<file path="config.mk">
export PLATFORM = sky130hd
export DESIGN_NAME = signal_conflict_monitor
export DESIGN_NICKNAME = d
export VERILOG_FILES = /design/src/rtl/signal_conflict_monitor.sv
export SDC_FILE = /design/constraint.sdc
export NUM_CORES = 1
export LEC_CHECK = 0
export ABC_AREA = 1
export BUFFER_PORTS_ARGS = -buffer_cell sky130_fd_sc_hd__clkbuf_2
export CAP_MARGIN = 10
export CORE_ASPECT_RATIO = 1.75
export CORE_UTILIZATION = 40
export CTS_CLUSTER_SIZE = 12
export DETAILED_ROUTE_END_ITERATION = 8
export SYNTH_ARGS = -nofsm -noshare
export SYNTH_HDL_FRONTEND = slang
export SYNTH_SLANG_ARGS = --single-unit
</file>
<file path="constraint.sdc">
create_clock -name clk -period 3.5 [get_ports clk]
set_input_delay 0.35 -clock clk [delete_from_list [all_inputs] [get_ports clk]]
set_output_delay 0.35 -clock clk [all_outputs]
set_load 0.02 [all_outputs]
</file>
<file path="src/rtl/signal_conflict_monitor.sv">
// signal_conflict_monitor: safety stage between the light sequencer and the lamps.
// Decodes 2-bit light codes to one-hot {R,Y,G} lamps. It checks every sample for
// illegal codes, conflicting greens, illegal transitions, short yellows and a stuck
// sequencer. On any violation the lamps flash red until fault_clear is asserted.
module signal_conflict_monitor #(
  parameter int unsigned MIN_YELLOW = 2,
  parameter int unsigned MAX_HOLD   = 16,
  parameter int unsigned FLASH_HALF = 4
) (
  input  logic       clk,
  input  logic       reset,
  input  logic [1:0] ns_light,
  input  logic [1:0] ew_light,
  input  logic       fault_clear,
  output logic [2:0] ns_lamp,
  output logic [2:0] ew_lamp,
  output logic       fault,
  output logic [2:0] fault_code,
  output logic       running
);

  localparam int unsigned YcW = $clog2(MIN_YELLOW + 1);
  localparam int unsigned HcW = $clog2(MAX_HOLD + 1);
  localparam int unsigned FcW = (FLASH_HALF > 1) ? $clog2(FLASH_HALF) : 1;

  localparam logic [1:0] LtRed    = 2'b00;
  localparam logic [1:0] LtYellow = 2'b01;
  localparam logic [1:0] LtGreen  = 2'b10;
  localparam logic [1:0] LtBad    = 2'b11;

  localparam logic [2:0] LampRed = 3'b100;
  localparam logic [2:0] LampOff = 3'b000;

  typedef enum logic [1:0] {StStart, StRun, StFault} state_e;

  state_e           state_q, state_d;
  logic [1:0]       ns_q, ns_d, ew_q, ew_d;
  logic [YcW-1:0]   yc_ns_q, yc_ns_d, yc_ew_q, yc_ew_d;
  logic [HcW-1:0]   hc_q, hc_d;
  logic [FcW-1:0]   flash_cnt_q, flash_cnt_d;
  logic             flash_on_q, flash_on_d;
  logic [2:0]       ns_lamp_q, ns_lamp_d, ew_lamp_q, ew_lamp_d;
  logic             fault_q, fault_d;
  logic [2:0]       fault_code_q, fault_code_d;
  logic             running_q, running_d;

  logic [2:0]       viol_code;
  logic             same_pair;

  function automatic logic [2:0] decode(input logic [1:0] code);
    unique case (code)
      LtRed:    decode = 3'b100;
      LtYellow: decode = 3'b010;
      LtGreen:  decode = 3'b001;
      default:  decode = 3'b000;
    endcase
  endfunction

  function automatic logic trans_ok(input logic [1:0] prev, input logic [1:0] cur);
    trans_ok = (cur == prev) ||
               (prev == LtRed    && cur == LtGreen) ||
               (prev == LtGreen  && cur == LtYellow) ||
               (prev == LtYellow && cur == LtRed);
  endfunction

  assign same_pair = (ns_light == ns_q) && (ew_light == ew_q);

  // Violation classifier; the else-if chain makes the lowest code win.
  always_comb begin
    viol_code = 3'd0;
    if (ns_light == LtBad || ew_light == LtBad) begin
      viol_code = 3'd1;
    end else if (ns_light != LtRed && ew_light != LtRed) begin
      viol_code = 3'd2;
    end else if (state_q == StRun) begin
      if (!trans_ok(ns_q, ns_light) || !trans_ok(ew_q, ew_light)) begin
        viol_code = 3'd3;
      end else if ((ns_q == LtYellow && ns_light == LtRed && yc_ns_q < YcW'(MIN_YELLOW)) ||
                   (ew_q == LtYellow && ew_light == LtRed && yc_ew_q < YcW'(MIN_YELLOW))) begin
        viol_code = 3'd4;
      end else if (same_pair && hc_q == HcW'(MAX_HOLD)) begin
        viol_code = 3'd5;
      end
    end
  end

  // Next-state and registered-output logic.
  always_comb begin
    state_d      = state_q;
    ns_d         = ns_q;
    ew_d         = ew_q;
    yc_ns_d      = yc_ns_q;
    yc_ew_d      = yc_ew_q;
    hc_d         = hc_q;
    flash_cnt_d  = flash_cnt_q;
    flash_on_d   = flash_on_q;
    ns_lamp_d    = ns_lamp_q;
    ew_lamp_d    = ew_lamp_q;
    fault_d      = fault_q;
    fault_code_d = fault_code_q;
    running_d    = running_q;

    unique case (state_q)
      StStart, StRun: begin
        if (viol_code != 3'd0) begin
          // Offending sample never reaches the lamps.
          state_d      = StFault;
          fault_d      = 1'b1;
          fault_code_d = viol_code;
          ns_lamp_d    = LampRed;
          ew_lamp_d    = LampRed;
          flash_cnt_d  = '0;
          flash_on_d   = 1'b1;
          running_d    = 1'b0;
        end else begin
          state_d   = StRun;
          running_d = 1'b1;
          ns_lamp_d = decode(ns_light);
          ew_lamp_d = decode(ew_light);
          ns_d      = ns_light;
          ew_d      = ew_light;
          // No previous sample exists in START, so the hold run starts at 1.
          if (state_q == StRun && same_pair) begin
            hc_d = (hc_q < HcW'(MAX_HOLD)) ? hc_q + HcW'(1) : hc_q;
          end else begin
            hc_d = HcW'(1);
          end
          if (ns_light == LtYellow) begin
            yc_ns_d = (state_q == StRun && yc_ns_q < YcW'(MIN_YELLOW)) ? yc_ns_q + YcW'(1) :
                      (state_q == StRun) ? yc_ns_q : YcW'(1);
          end else begin
            yc_ns_d = '0;
          end
          if (ew_light == LtYellow) begin
            yc_ew_d = (state_q == StRun && yc_ew_q < YcW'(MIN_YELLOW)) ? yc_ew_q + YcW'(1) :
                      (state_q == StRun) ? yc_ew_q : YcW'(1);
          end else begin
            yc_ew_d = '0;
          end
        end
      end
      StFault: begin
        if (fault_clear) begin
          state_d      = StStart;
          fault_d      = 1'b0;
          fault_code_d = 3'd0;
          ns_lamp_d    = LampRed;
          ew_lamp_d    = LampRed;
          flash_cnt_d  = '0;
          flash_on_d   = 1'b0;
          hc_d         = '0;
          yc_ns_d      = '0;
          yc_ew_d      = '0;
        end else begin
          if (flash_cnt_q == FcW'(FLASH_HALF - 1)) begin
            flash_cnt_d = '0;
            flash_on_d  = ~flash_on_q;
          end else begin
            flash_cnt_d = flash_cnt_q + FcW'(1);
          end
          ns_lamp_d = flash_on_d ? LampRed : LampOff;
          ew_lamp_d = flash_on_d ? LampRed : LampOff;
        end
      end
      default: begin
        state_d = StStart;
      end
    endcase
  end

  // State and output registers with asynchronous active-high reset.
  always_ff @(posedge clk or posedge reset) begin
    if (reset) begin
      state_q      <= StStart;
      ns_q         <= LtRed;
      ew_q         <= LtRed;
      yc_ns_q      <= '0;
      yc_ew_q      <= '0;
      hc_q         <= '0;
      flash_cnt_q  <= '0;
      flash_on_q   <= 1'b0;
      ns_lamp_q    <= LampRed;
      ew_lamp_q    <= LampRed;
      fault_q      <= 1'b0;
      fault_code_q <= 3'd0;
      running_q    <= 1'b0;
    end else begin
      state_q      <= state_d;
      ns_q         <= ns_d;
      ew_q         <= ew_d;
      yc_ns_q      <= yc_ns_d;
      yc_ew_q      <= yc_ew_d;
      hc_q         <= hc_d;
      flash_cnt_q  <= flash_cnt_d;
      flash_on_q   <= flash_on_d;
      ns_lamp_q    <= ns_lamp_d;
      ew_lamp_q    <= ew_lamp_d;
      fault_q      <= fault_d;
      fault_code_q <= fault_code_d;
      running_q    <= running_d;
    end
  end

  assign ns_lamp    = ns_lamp_q;
  assign ew_lamp    = ew_lamp_q;
  assign fault      = fault_q;
  assign fault_code = fault_code_q;
  assign running    = running_q;

endmodule
</file>
==> flow_summary.json, run 1 <==
{
  "setup-tns-final_ns": 0,
  "fin_worst_skew_ns": 0.00511,
  "cts_resized": 0,
  "track_usage_pct": 19.3,
  "ioPinCount": 18,
  "numClockSinks": 29,
  "syn_area_per_cell_sq_um": 7.65,
  "synthAdderAreaFrac_pct": 2.15,
  "fmax_ghz": 0.506,
  "synth_nets": 238,
  "ctsRootBufferMaster": "clkbuf_8",
  "rrSetupSlack_ns": 1.52,
  "drive_above_1_share_pct": 22.7,
  "synthMuxAreaShare_pct": 0,
  "cts-hold-fix-buffers": 0,
  "cts.path.max_buffers": 2,
  "dieHeight_microns": 89.4,
  "max_stage_delay_ns": 0.50,
  "initial_core_util_pct": 42.0,
  "synth_top_family_by_area": "simple AND/OR/NAND/NOR gates",
  "num_antenna_cells": 0,
  "synth_area_leader_cell": "dfrtp_1",
  "met1_length_mm": 1.52,
  "cap_violations": 0,
  "drt_first_pass_iters": 4,
  "netlist_area_sq_um": 1740,
  "port_buffers": 17,
  "fill_cells": 425,
  "ys_seq_area_share_pct": 41.8,
  "first_global_vias": 1534,
  "p_leak_nw": 1.04,
  "rows": 31,
  "status": "complete, no violations",
  "end_kind": "flop",
  "synth_xor_area_share_pct": 3.01,
  "final.period_utilization_pct": 56.5,
  "dieArea_sq_um": 4640,
  "htreeDepth": 2,
  "clock_latency_ns": 0.28,
  "hold_viol_final": 0,
  "via_per_inst": 5.10,
  "cts_made_buffers": 5,
  "synth.distinct_cells": 31,
  "cts_setup_buffers": 0,
  "cp.arrival_ns": 2.19,
  "dr.first_iter.drc_count": 22,
  "crit_fanout": 12,
  "synth_area_leaders": "dfrtp_1, nand2_1, inv_1, nand3_1, nand3_2",
  "route.met3.wl_microns": 139,
  "worstMarginPinSlew_ns": 0.544,
  "die_w_microns": 51.9,
  "finalSetupViolations": 0,
  "cp.required_ns": 3.72,
  "synth_seq_cells": 29,
  "routed_wl_mm": 3.74,
  "clk_pin_slew_ns": 0.06,
  "cp.buffers_inverters": 3,
  "top_layer_used": "met4",
  "dpl_cell_area_sq_um": 1860,
  "timing.critical_path.max_delay_family": "simple AND/OR/NAND/NOR gates",
  "worst_hold_path_type": "input pin to asynchronous set/reset pin",
  "drv_slew": 0,
  "p_per_area_nw_per_um2": 704,
  "nets": 260,
  "wl_per_cell_microns": 12.5,
  "cts_tree": "built",
  "antenna_left": 0,
  "path_cells": "inv_2 > nor2_1 > inv_1 > nor2_2 > inv_1 > nand3_1 > nand2_1 > nand2_1",
  "antenna_found_initial": 0,
  "drc": 0,
  "period_needed_ns": 1.98,
  "syn_inst": 228,
  "synth_compound_area_share_pct": 5.24,
  "stdcell_area_sq_um": 1980,
  "rsz0062_at_grt": "no",
  "place_congestion": 0.864,
  "critical_path_class": "flop to flop",
  "yosysTopAreaCellShare_pct": 38.7,
  "hpwl_mm": 2.87,
  "setup_slack_ns": 1.52,
  "synth_warnings": 0,
  "start_kind": "flop",
  "slowest_stage": "dfrtp_1",
  "ir_drop_uv": 362,
  "route.vias.total": 1531,
  "maxSlewHeadroom_pct": 63.7,
  "area_growth_pct": 13.3,
  "grt_first_pass_wirelength_mm": 6.67,
  "dp_slack_ns": 1.52,
  "coreArea_sq_um": 4150,
  "final_core_util_pct": 47.6,
  "dr_wl_met2_mm": 2.01,
  "globalRoute.totalOverflow": 0,
  "grt_max_degree": 30,
  "synth_simple_gate_area_share_pct": 40.2
}
==> area by class of cell <==
type | instances | area (sq um) | area share [%]
flip-flops and latches | 29 | 728 | 36.8
inverters | 27 | 101 | 5.13
well taps | 49 | 61.3 | 3.10
repair buffers | 18 | 113 | 5.70
multi-input cells | 169 | 883 | 44.7
clock buffers | 8 | 90.1 | 4.56
==> registers in the layout (all words and copies together), names as in the netlist, 2 cells and up <==
| register | cells |
|---|---|
| ew_lamp | 3 |
| ew_q | 2 |
| fault_code | 3 |
| flash_cnt_q | 2 |
| hc_q | 5 |
| ns_lamp | 3 |
| ns_q | 2 |
| state_q | 2 |
| yc_ew_q | 2 |
| yc_ns_q | 2 |
==> placed cells by master (no fill, tap or decap), types with 2 or more instances in the layout <==
master	count
nand2_1	81
dfrtp_1	27
inv_1	21
clkbuf_2	17
nor2_1	16
nand3_1	14
nand4_1	9
nand3_2	7
inv_2	6
nor2_2	6
o21ai_0	6
clkbuf_8	6
nand2_2	4
xnor2_1	3
xor2_1	3
ha_1	3
nand2_4	2
a21oi_1	2
a31oi_1	2
nor3b_1	2
clkbuf_1	2
dfstp_2	2
==> Yosys cell counts, drive strengths merged <==
master    n
xor2      3
dfrtp    27
o2111ai   1
nor3      1
inv      27
a21oi     3
nor4      1
buf       3
nand4    10
nor2     23
a31oi     2
xnor2     3
or2       1
nor3b     2
nand2    87
o21ai     7
nand3    21
o22ai     1
dfstp     2
ha        3
==> where the power goes <==
group	total, mW	switching (mW)	internal (mW)
Sequential	0.533	0.0881	0.445
Combinational	0.577	0.388	0.189
Clock	0.281	0.121	0.160
Total	1.39	0.597	0.794
==> stage by stage <==
step / power, mW / hold slack (ns) / instances
after detailed placement: 1.12 / 0.466 / 291
final: 1.39 / 0.0128 / 300
after floorplan: 0.985 / 0.427 / 228
after global routing: 1.52 / 0.0435 / 300
after CTS: 1.41 / 0.359 / 299
after global placement: 1.12 / 0.465 / 291
==> metal layers <==
metal / vias to the layer above / global-route usage [%]
li1: 774 / -
met1: 713 / 21.0
met2: 37 / 34.6
met3: 7 / 3.74
met4: 0 / 9.34
met5: - / 0
==> cells by family (layout without fill, tap and decap cells) <==
group           after synthesis  in the layout
compound gates               14             14
buf+inv                      30             53
flops                        29             29
xor+xnor                      6              6
fa+ha+maj                     3              3
simple gates                146            146
==> path summary, 6_finish.rpt <==
check | depth (start not counted) | from | end
worst max-delay path | 8 | state_q[1] | fault_code[2]
worst min-delay path | 2 | reset | yc_ns_q[1]
worst max register to register | 8 | state_q[1] | fault_code[2]
worst min register to register | 2 | fault_code[1] | fault_code[1]
max in group asynchronous | 3 | reset | yc_ew_q[0]
min in group clk | 3 | ns_light[0] | ns_lamp[1]
(Power assumes the default switching activity.)
==> inputs of run 2 (changes only) <==
Clock period 3.5 ns to 2.02 ns, I/O delays scaled along.
==> flow_summary.json, run 2 (synthesis gave the netlist of run 1 again) <==
{
  "status": "complete, no violations",
  "drt_first_pass_iters": 4,
  "worstMarginPinSlew_ns": 0.430,
  "power_mw": 2.47,
  "setup-tns-final_ns": 0,
  "coreArea_sq_um": 4150,
  "ir_drop_uv": 830,
  "final.period_utilization_pct": 90.6,
  "die_w_microns": 51.9,
  "clk_pin_slew_ns": 0.06,
  "hold_ws_ns": 0.213,
  "place_congestion": 0.844,
  "nets": 267,
  "switching_power_mw": 1.06,
  "initial_core_util_pct": 42.0,
  "hpwl_mm": 2.92,
  "start_kind": "flop",
  "fmax_ghz": 0.547,
  "dieHeight_microns": 89.4,
  "cp.required_ns": 2.18,
  "p_sw_share_pct": 43.1,
  "ioPinCount": 18,
  "antenna_found_initial": 0,
  "clock_latency_ns": 0.28,
  "drc": 0,
  "first_global_vias": 1501,
  "ctsRootBufferMaster": "clkbuf_8",
  "clockPowerShare_pct": 18.3,
  "cts_tree": "built",
  "htreeDepth": 2,
  "crit_fanout": 9,
  "route.vias.total": 1530,
  "wl_per_cell_microns": 12.3,
  "grt_first_pass_wirelength_mm": 6.42,
  "cts.path.max_buffers": 2,
  "rows": 31,
  "dr.first_iter.drc_count": 38,
  "drive_above_1_share_pct": 24.8,
  "critical_path_class": "flop to flop",
  "dieArea_sq_um": 4640,
  "cp.arrival_ns": 1.99,
  "finalSetupViolations": 0,
  "fill_cells": 405,
  "fin_worst_skew_ns": 0.00223,
  "routed_wl_mm": 3.77,
  "track_usage_pct": 19.1,
  "hold_viol_final": 0,
  "numClockSinks": 29,
  "period_needed_ns": 1.83,
  "largest-register": "hc_q",
  "via_per_inst": 4.98,
  "end_kind": "flop",
  "mostFrequentLayoutCell": "nand2_1",
  "largest_reg_flops": 5,
  "combPwrFrac_pct": 44.1,
  "worst_hold_path_type": "input pin to flop",
  "p_int_mw": 1.40,
  "cap_violations": 0,
  "grt_max_degree": 30,
  "stdcell_count": 307,
  "p_per_area_nw_per_um2": 1210,
  "num_antenna_cells": 0,
  "port_buffers": 17,
  "p_leak_nw": 1.06,
  "place_inst": 297,
  "cts_made_buffers": 5,
  "drv_slew": 0,
  "area_growth_pct": 16.6,
  "globalRoute.totalOverflow": 0,
  "layout_common_cells": "nand2_1, dfrtp_1, inv_1",
  "rsz0062_at_grt": "yes",
  "maxSlewHeadroom_pct": 71.3,
  "p_seq_share_pct": 37.5,
  "antenna_left": 0
}
==> run 2: metal layers <==
layer	share of wire, %	GRT usage (%)
met1	41	19.9
met2	55	35.5
met3	2.1	3.74
met4	1.9	8.85
met5	0	0
==> run 2: repair_timing <==
action | in CTS | in global routing
endpoints found under the setup margin | 0 | 24
setup buffers | 0 | 1
hold buffers | 1 | 0
resized for setup | 0 | 5
hold endpoints to repair | 27 | 0
==> run 2: layout make-up <==
class | instances | area (sq um) | share of cell area (%)
Tap cell | 49 | 61.3 | 3.02
Timing Repair Buffer | 25 | 148 | 7.26
Clock buffer | 8 | 80.1 | 3.94
Sequential cell | 29 | 728 | 35.8
Multi-Input combinational cell | 169 | 915 | 45.0
Inverter | 27 | 101 | 4.98
==> run 2: power by group through the flow <==
stage	Clock [mW]	Sequential, mW	Combinational [mW]
floorplan	0	0.984	0.723
global placement	0	0.934	1.03
detailed placement	0	0.937	1.04
CTS	0.466	0.927	1.05
global route	0.486	0.949	1.23
finish	0.452	0.926	1.09
==> run 2: critical path, stage by stage, from the launching register on <==
cell,delay [ns]
dfrtp_1,0.43
inv_1,0.08
ha_1,0.13
nand2_1,0.06
nor3_2,0.16
nand3_2,0.11
nand2_1,0.07
inv_1,0.04
nor2_2,0.14
nor2_2,0.07
nand3_2,0.13
inv_2,0.10
nand2_1,0.09
o21ai_0,0.08
==> run 2: path summary, 6_finish.rpt <==
| path | startpoint | to | slack [ns] | cells after the start |
|---|---|---|---|---|
| worst max-delay path | hc_q[0] | ns_q[1] | 0.19 | 13 |
| worst min-delay path | ns_light[0] | ns_lamp[1] | 0.21 | 3 |
| worst max register to register | hc_q[0] | ns_q[1] | 0.19 | 13 |
| worst min register to register | fault_code[0] | fault_code[0] | 0.47 | 2 |
| max in group asynchronous | reset | ew_lamp[2] | 1.19 | 4 |
| min in group asynchronous | reset | flash_cnt_q[0] | 0.52 | 4 |
==> run 2: through the flow <==
stage | worst slack [ns] | util [%] | area [sq um]
2_1_floorplan | 0.363 | - | 1740
3_3_place_gp | 0.0934 | 45.9 | 1900
3_5_place_dp | 0.0821 | 45.9 | 1900
4_1_cts | 0.0651 | 48.1 | 1990
5_1_grt | -0.00365 | 49.0 | 2030
6_report | 0.191 | 49.0 | 2030
